<file path="config.mk">
export PLATFORM = sky130hd
export DESIGN_NAME = muldiv_seq_ctrl_flat
export DESIGN_NICKNAME = d
export VERILOG_FILES = /design/src/rtl/muldiv_seq_ctrl_if.sv /design/src/rtl/muldiv_seq_ctrl.sv /design/src/flat_wrapper.sv
export SDC_FILE = /design/constraint.sdc
export NUM_CORES = 1
export LEC_CHECK = 0
export CORE_MARGIN = 1
export CORE_UTILIZATION = 54
export CTS_CLUSTER_DIAMETER = 100
export DETAILED_ROUTE_END_ITERATION = 8
export GPL_TIMING_DRIVEN = 0
export PLACE_DENSITY_LB_ADDON = 0.15
export SYNTH_ARGS = -nofsm -noshare
export SYNTH_HDL_FRONTEND = slang
export SYNTH_SLANG_ARGS = --single-unit
</file>
<file path="constraint.sdc">
create_clock -name clk_i -period 2.7 [get_ports clk_i]
set_input_delay 0.54 -clock clk_i [delete_from_list [all_inputs] [get_ports clk_i]]
set_output_delay 0.54 -clock clk_i [all_outputs]
set_load 0.01 [all_outputs]
</file>
<file path="src/rtl/muldiv_seq_ctrl_if.sv">
// Request/response bundle between the EX stage and the iterative multiply/divide sequencer.
// The EX side drives operands and flush; the sequencer returns stall, busy and the result pulse.
interface muldiv_seq_ctrl_if #(
    parameter int XLEN = 32
);
    logic            req_i;
    logic [1:0]      op_i;
    logic [XLEN-1:0] src1_i;
    logic [XLEN-1:0] src2_i;
    logic            flush_i;
    logic            stall_o;
    logic            busy_o;
    logic            done_o;
    logic [XLEN-1:0] result_o;

    modport master (
        output req_i, op_i, src1_i, src2_i, flush_i,
        input  stall_o, busy_o, done_o, result_o
    );

    modport slave (
        input  req_i, op_i, src1_i, src2_i, flush_i,
        output stall_o, busy_o, done_o, result_o
    );
endinterface

</file>
<file path="src/rtl/muldiv_seq_ctrl.sv">
// Iterative unsigned MUL/MULHU/DIVU/REMU sequencer beside the EX-stage ALU.
// One shift-add or restoring-divide step per cycle; the pipeline is stalled until the result pulse.
module muldiv_seq_ctrl #(
    parameter int XLEN  = 32,
    parameter int CNT_W = 6
) (
    input  logic              clk_i,
    input  logic              rst_i,
    muldiv_seq_ctrl_if.slave  bus
);

    typedef enum logic [1:0] {IDLE, MUL, DIV, DONE} state_t;

    state_t            state;
    logic [CNT_W-1:0]  cnt;
    logic [1:0]        op;
    logic [XLEN-1:0]   mcand;
    logic [2*XLEN-1:0] prod;
    logic [XLEN-1:0]   divisor;
    logic [XLEN-1:0]   rem;
    logic [XLEN-1:0]   quot;
    logic [XLEN-1:0]   result;

    logic [XLEN:0]     mul_sum;
    logic [2*XLEN-1:0] prod_nxt;
    logic [XLEN:0]     rem_sh;
    logic              sub_ok;
    logic [XLEN-1:0]   diff;
    logic [XLEN-1:0]   rem_nxt;
    logic [XLEN-1:0]   quot_nxt;
    logic              last;

    // When the trial subtract succeeds the difference is below the divisor, so XLEN bits hold it.
    always_comb begin
        mul_sum  = {1'b0, prod[2*XLEN-1:XLEN]} + (prod[0] ? {1'b0, mcand} : '0);
        prod_nxt = {mul_sum, prod[XLEN-1:1]};
        rem_sh   = {rem, quot[XLEN-1]};
        sub_ok   = rem_sh >= {1'b0, divisor};
        diff     = rem_sh[XLEN-1:0] - divisor;
        rem_nxt  = sub_ok ? diff : rem_sh[XLEN-1:0];
        quot_nxt = {quot[XLEN-2:0], sub_ok};
        last     = (cnt == CNT_W'(XLEN-1));
    end

    always_ff @(posedge clk_i) begin
        if (!rst_i) begin
            state   <= IDLE;
            cnt     <= '0;
            op      <= '0;
            mcand   <= '0;
            prod    <= '0;
            divisor <= '0;
            rem     <= '0;
            quot    <= '0;
            result  <= '0;
        end else begin
            case (state)
                IDLE: begin
                    if (bus.req_i && !bus.flush_i) begin
                        op      <= bus.op_i;
                        cnt     <= '0;
                        mcand   <= bus.src1_i;
                        prod    <= {{XLEN{1'b0}}, bus.src2_i};
                        divisor <= bus.src2_i;
                        rem     <= '0;
                        quot    <= bus.src1_i;
                        if (!bus.op_i[1]) begin
                            state <= MUL;
                        end else if (bus.src2_i != '0) begin
                            state <= DIV;
                        end else begin
                            // Divide by zero finishes at once with the RISC-V defined results.
                            state  <= DONE;
                            result <= bus.op_i[0] ? bus.src1_i : '1;
                        end
                    end
                end
                MUL: begin
                    if (bus.flush_i) begin
                        state <= IDLE;
                        cnt   <= '0;
                    end else begin
                        prod <= prod_nxt;
                        cnt  <= cnt + 1'b1;
                        if (last) begin
                            state  <= DONE;
                            result <= op[0] ? prod_nxt[2*XLEN-1:XLEN] : prod_nxt[XLEN-1:0];
                        end
                    end
                end
                DIV: begin
                    if (bus.flush_i) begin
                        state <= IDLE;
                        cnt   <= '0;
                    end else begin
                        rem  <= rem_nxt;
                        quot <= quot_nxt;
                        cnt  <= cnt + 1'b1;
                        if (last) begin
                            state  <= DONE;
                            result <= op[0] ? rem_nxt : quot_nxt;
                        end
                    end
                end
                default: begin
                    state <= IDLE;
                end
            endcase
        end
    end

    // Stall drops in DONE so the instruction holding the result can advance into EX/MEM.
    assign bus.stall_o  = ((state == IDLE) && bus.req_i && !bus.flush_i) ||
                          (state == MUL) || (state == DIV);
    assign bus.busy_o   = (state == MUL) || (state == DIV);
    assign bus.done_o   = (state == DONE);
    assign bus.result_o = result;

endmodule
</file>
<file path="src/flat_wrapper.sv">
// flat-port wrapper written by rule: the top's interface ports become plain ports
module muldiv_seq_ctrl_flat 
#(
    parameter int XLEN  = 32,
    parameter int CNT_W = 6
)
  (clk_i, rst_i, bus_req_i, bus_op_i, bus_src1_i, bus_src2_i, bus_flush_i, bus_stall_o, bus_busy_o, bus_done_o, bus_result_o);
  muldiv_seq_ctrl_if #(.XLEN(XLEN)) bus_i ();
  input  logic clk_i;
  input  logic rst_i;
  input wire logic [$bits(bus_i.req_i)-1:0] bus_req_i;
  input wire logic [$bits(bus_i.op_i)-1:0] bus_op_i;
  input wire logic [$bits(bus_i.src1_i)-1:0] bus_src1_i;
  input wire logic [$bits(bus_i.src2_i)-1:0] bus_src2_i;
  input wire logic [$bits(bus_i.flush_i)-1:0] bus_flush_i;
  output wire logic [$bits(bus_i.stall_o)-1:0] bus_stall_o;
  output wire logic [$bits(bus_i.busy_o)-1:0] bus_busy_o;
  output wire logic [$bits(bus_i.done_o)-1:0] bus_done_o;
  output wire logic [$bits(bus_i.result_o)-1:0] bus_result_o;
  assign bus_i.req_i = bus_req_i;
  assign bus_i.op_i = bus_op_i;
  assign bus_i.src1_i = bus_src1_i;
  assign bus_i.src2_i = bus_src2_i;
  assign bus_i.flush_i = bus_flush_i;
  assign bus_stall_o = bus_i.stall_o;
  assign bus_busy_o = bus_i.busy_o;
  assign bus_done_o = bus_i.done_o;
  assign bus_result_o = bus_i.result_o;
  muldiv_seq_ctrl #(.XLEN(XLEN), .CNT_W(CNT_W)) u_core (.clk_i(clk_i), .rst_i(rst_i), .bus(bus_i));
endmodule
</file>
Yosys cells after proc, flatten, opt, wreduce, memory -nomap -nowiden
Cells that the tools add are included.
{ "word_totals": {"register_bits": 233, "latch_bits": 0, "mem_bits_rw": 0, "rom_bits": 0, "wordCells": 76, "mem_count": 0} }
{ "op_classes": {"addsub": 3, "n_mul": 0, "div": 0, "magnitude_cmp": 1, "n_eq_ne": 12, "shifts": 0, "muxes": 31, "bitwise_logic": 0, "reduce_logical": 20} }
{ "op_table": {"columns": ["operator", "n"], "rows": [
  ["32-bit two-way mux", 16],
  ["64-bit two-way mux", 2],
  ["32-bit case mux with 2 select lines", 2],
  ["64-bit case mux with 2 select lines", 1],
  ["32-bit case mux with 3 select lines", 1],
  ["32-bit by 33-bit adder with 33-bit output", 1],
  ["33-bit by 32-bit greater-or-equal comparator with 1-bit output", 1],
  ["32-bit nonzero test", 1],
  ["32-bit subtractor", 1],
  ["6-bit two-way mux", 2],
  ["6-bit case mux with 2 select lines", 1],
  ["2-bit two-way mux", 4],
  ["2-bit != test (second input constant)", 4],
  ["8-bit AND reduction", 1],
  ["6-bit by 1-bit adder with 6-bit output (second input constant)", 1],
  ["6-bit by 5-bit equality test with 1-bit output (second input constant)", 1],
  ["2-bit by 1-bit != test with 1-bit output (second input constant)", 3],
  ["2-bit AND reduction", 3],
  ["3-bit AND reduction", 2],
  ["2-bit nonzero test", 3],
  ["2-bit equality test (second input constant)", 2],
  ["2-bit case mux with 2 select lines", 1],
  ["1-bit logical AND", 3],
  ["1-bit logical OR", 3],
  ["7 further kinds", 7]
]} }

Depth between registers and ports, before layout
{ "logic_depth": {"depth_word": 6, "mapped_depth": 14, "ltp_nobuf": 13} }

Least setup slack after synthesis
OpenSTA, ideal clock, no wires.
{ "synth_timing": {"path_type": "register -> register", "start": "register u_core.prod[0]", "end": "register u_core.prod[63]", "arrival_ps": 2977, "required_time_ps": 2630, "setup_slack_ps": -348, "path_stages_with_launch": 13, "path_buffers": 1, "path_cell_list": "dfxtp_1 > clkbuf_1 > nand2_1 > fa_1 > nand2b_1 > a21oi_2 > o2111ai_2 > a2111oi_2 > o2111ai_1 > a21oi_1 > nand4_1 > a211o_1 > a21oi_1"} }
{ "synth_between": {"elab_chain_len": 4} }
{ "synth_lines": {"columns": ["item", "line_no", "source"], "rows": [
  ["start, declared", "muldiv_seq_ctrl.sv:18", "logic [2*XLEN-1:0] prod;"],
  ["start signal, assigned", "muldiv_seq_ctrl.sv:63", "prod <= {{XLEN{1'b0}}, bus.src2_i};"],
  ["start signal, assigned", "muldiv_seq_ctrl.sv:83", "prod <= prod_nxt;"],
  ["32-bit two-way mux", "muldiv_seq_ctrl.sv:35", "mul_sum = {1'b0, prod[2*XLEN-1:XLEN]} + (prod[0] ? {1'b0, mcand} : '0);"],
  ["32-bit by 33-bit adder with 33-bit output", "muldiv_seq_ctrl.sv:35", null],
  ["64-bit two-way mux", "muldiv_seq_ctrl.sv:79", "if (bus.flush_i) begin"],
  ["64-bit case mux with 2 select lines", "muldiv_seq_ctrl.sv:57", "case (state)"]
]} }
Every way passes these cells. The select of a mux whose other input is x is not followed.
A chain may end at the register's enable or synchronous reset.

Final worst setup path
{ "layout_timing": {"start": "register u_core.divisor[10]", "end": "register u_core.rem[7]"} }
{ "layout_between": {"elab_chain_len": 4} }
{ "layout_lines": {"columns": ["item", "line_no", "source"], "rows": [
  ["start, declared", "muldiv_seq_ctrl.sv:19", "logic [XLEN-1:0] divisor;"],
  ["start signal, assigned", "muldiv_seq_ctrl.sv:64", "divisor <= bus.src2_i;"],
  ["33-bit by 32-bit greater-or-equal comparator with 1-bit output", "muldiv_seq_ctrl.sv:38", "sub_ok = rem_sh >= {1'b0, divisor};"],
  ["32-bit two-way mux", "muldiv_seq_ctrl.sv:40", "rem_nxt = sub_ok ? diff : rem_sh[XLEN-1:0];"],
  ["32-bit two-way mux", "muldiv_seq_ctrl.sv:92", "if (bus.flush_i) begin"],
  ["32-bit case mux with 2 select lines", "muldiv_seq_ctrl.sv:57", null],
  ["end signal, assigned", "muldiv_seq_ctrl.sv:96", "rem <= rem_nxt;"],
  ["end, declared", "muldiv_seq_ctrl.sv:20", "logic [XLEN-1:0] rem;"]
]} }
Every way passes these cells. The select of a mux whose other input is x is not followed.

==> results.toml <==
[clock_network]
cts_tree = "done"
cts_num_sinks = 233
worstSkewPairLatency_ns = 0.55
htree_levels = 1
cts_buffers = 27
cts.path.max_buffers = 3
cts-hold-fix-buffers = 0
clkTransAtPathRegs_ns = 0.07
cts_root_buffer = "clkbuf_16"

[logic_synthesis]
ys_ff_latch = 233
synth_area_mm2 = 0.01450
synthArstFlopShare = 0
synth_ff_type = "dfxtp_1"
synth_edf_count = 0
syn_inst = 1854
ys_seq_area_frac = 0.3217
syn_nets = 1995
syn_avg_cell_area_um2 = 7.822
ys_types = 83
ys_warn_count = 0

[global_routing]
globalRouteMet2Util = 0.7275
grt_max_degree = 14
grt_util_all_layers = 0.4372
grt_pass1_vias = 15720
antenna_found_initial = 1
grt_overflow = 0
grt_busiest_layer = "met2"
globalRouteMet1Util = 0.5280
grt_util_met3 = 0.08508
grt_pass1_wl_um = 92720

[critical_path]
r2r-start = "u_core.divisor[10]"
worstPathArrival_ns = 3.81
rrSetupSlack_ns = -0.70
crit_start = "u_core.divisor[10]"
endpoint = "u_core.rem[7]"
end_kind = "flop"
r2r-end = "u_core.rem[7]"
critPathKind = "flop to flop"
crit_required_ns = 3.11
startpoint_type = "flop"
ff2ff_path_depth = 15
crit_fanout = 7

[routing]
vias = 16820
dr.pass1.iters = 8
drt_wl_total_um = 67310
drc_errors = 3
drtIter0Drc = 2350
via_per_inst = 6.903
avgRoutedWirePerCell_um = 27.62
ant_nets = 0

[pwr]
sw_frac_of_total = 0.3628
clkPwrFrac = 0.323
p_per_area_mw_per_mm2 = 642.8
power_leakage_uw = 0.007560
switchingPower_uw = 4752
p_comb_frac = 0.377
p_int_uw = 8346
power_uw = 13100
seqPwrFrac = 0.299
ir_drop_mv = 0.7081

[timing]
setup_viol = 84
worst_pin_slew_ns = 1.075
hold_viol_final = 0
slew_viol_final = 0
period_share = 1.259
relSlewSlack = 0.2831
rsz0062_at_grt = "true"
timing.fmax_ghz = 0.2942
layout_setup_ws_ns = -0.6992
skew_ns = 0.01716
fin_crit_ns = 3.399

[place]
postPlaceCellArea_mm2 = 0.01603
port_buffers = 103
gp_congestion = 0.9807
dp_hpwl_um = 43440

[cells_and_area]
final_util = 0.7775
final_nets = 2222
n_antenna_cell = 0
layout-drive-gt1-share = 0.2636
final_area_mm2 = 0.02037
areaGrowthSynthToFinish_pct = 40.50

[die]
fp.dieW_um = 165.9
io_pins = 105
die_y_um = 165.9
start_util = 0.5534
rows = 59
dieArea_mm2 = 0.02751
core_region_area_mm2 = 0.02621

[run_status]
status = "finished, violations left"
violations = "DRC, setup timing"

[min_path]
hold_class = "flop to flop"

[job]
drv_cap = 0
[metrics by stage]
stage          worst slack (ns)  hold WS, ns  TNS (ns)  std cells
6_report                -0.6992       0.4435    -21.60       2437
5_1_grt                 -0.6301       0.4706    -25.22       2437
4_1_cts                 -0.3880       0.4446    -9.964       2400
3_5_place_dp             -1.722       0.4309   -103.66       2292
3_3_place_gp             -1.664       0.4278    -95.39       2292
2_1_floorplan           -0.1014       0.4317   -0.2939       1854
[cells in the mapped netlist (31+ instances only)]
master | n | area share
dfxtp_1 | 233 | 0.32
nand2_1 | 232 | 0.060
nor2_1 | 203 | 0.053
a21oi_1 | 160 | 0.055
clkbuf_1 | 111 | 0.029
a211oi_1 | 91 | 0.047
mux2i_1 | 87 | 0.060
ha_1 | 69 | 0.060
o21ai_0 | 65 | 0.022
a22oi_1 | 52 | 0.027
inv_1 | 52 | 0.013
a21o_1 | 34 | 0.018
and2_1 | 34 | 0.015
nand3_1 | 33 | 0.011
xnor2_1 | 31 | 0.019
[worst min-delay path by stage]
| stage | startpoint | endpoint | slack [ns] | cells after the start |
|---|---|---|---|---|
| floorplan | u_core.mcand[0] | u_core.mcand[0] | 0.43 | 2 |
| detailed placement | u_core.bus.result_o[5] | u_core.bus.result_o[5] | 0.43 | 2 |
| global route | u_core.mcand[9] | u_core.mcand[9] | 0.47 | 2 |
| finish | u_core.bus.result_o[5] | u_core.bus.result_o[5] | 0.44 | 2 |
| global placement | u_core.bus.result_o[5] | u_core.bus.result_o[5] | 0.43 | 2 |
| CTS | u_core.bus.result_o[5] | u_core.bus.result_o[5] | 0.44 | 2 |
[critical path, stage by stage (launching register included)]
cell	delay, ns
dfxtp_2	0.35
inv_2	0.06
ha_4	0.26
a21o_1	0.22
a221oi_4	0.30
o21ai_4	0.12
a211oi_4	0.30
o31a_4	0.30
buf_12	0.17
buf_12	0.16
buf_12	0.12
nand2_4	0.05
o21ai_4	0.12
buf_6	0.20
a22oi_2	0.09
nor2_2	0.40
[cells by family (layout without fill, tap and decap cells)]
group / Yosys count / after routing / synth area share
fa+ha+maj: 71 / 71 / 0.06230
simple gates: 621 / 621 / 0.1914
buf+inv: 191 / 439 / 0.05272
compound gates: 580 / 580 / 0.2671
xor+xnor: 60 / 60 / 0.03624
flops: 233 / 233 / 0.3217
mux: 98 / 98 / 0.06859
[cell usage in the layout, fill, tap and decap left out, types with 19 or more instances in the layout]
master,netlist,layout
a21oi_1,160,132
nand2_1,232,220
ha_4,0,40
o21ai_1,28,19
xor2_1,29,21
clkdlybuf4s50_1,0,100
a21o_1,34,34
buf_6,4,20
nor2_1,203,185
nand3_1,33,26
a22oi_1,52,41
a211oi_1,91,73
and2_1,34,27
dfxtp_1,233,202
xnor2_1,31,19
mux2i_1,87,77
clkbuf_1,111,77
buf_4,0,92
o21ai_0,65,55
nand4_1,20,20
dfxtp_2,0,24
inv_1,52,36
clkbuf_16,0,27
a21oi_2,2,21
[what timing repair did]
item | 4_1_cts | 5_1_grt
setup endpoints to repair | 107 | 106
gates cloned | 1 | 1
pin swaps | 83 | 85
buffers inserted | 75 | 45
resized for setup | 368 | 168
[power by group through the flow]
stage	combinational, uW	sequential, uW	clock (uW)
after global routing	5080	3940	4330
after detailed placement	3190	3960	0
after CTS	4160	3900	4160
after global placement	3150	3960	0
final	4940	3920	4240
after floorplan	2000	3910	0
[layout make-up]
class | count | area, um^2
Buffer | 114 | 618.1
Inverter | 54 | 210.2
Clock buffer | 37 | 783.3
Multi-Input combinational cell | 1430 | 11320
Clock inverter | 13 | 227.7
Timing Repair Buffer | 221 | 2078
Tap cell | 335 | 419.2
Fill cell | 1707 | 5832
Sequential cell | 233 | 4721
[flip-flops by register name, summed over array words and instances (netlist names)]
signal / flops
u_core.mcand: 32
u_core.divisor: 32
u_core.op: 1
u_core.quot: 32
u_core.bus.result_o: 32
u_core.prod: 64
u_core.cnt: 6
u_core.state: 2
u_core.rem: 32
[per-layer routing]
layer | vias to the layer above | wire length, um | part of all wire
met5 | - | 0 | 0
met4 | 0 | 5814 | 0.086
met3 | 422 | 7609 | 0.11
met2 | 1310 | 29500 | 0.44
met1 | 7931 | 24390 | 0.36
li1 | 7160 | - | -
No activity file was read; power rests on OpenSTA's default activity.
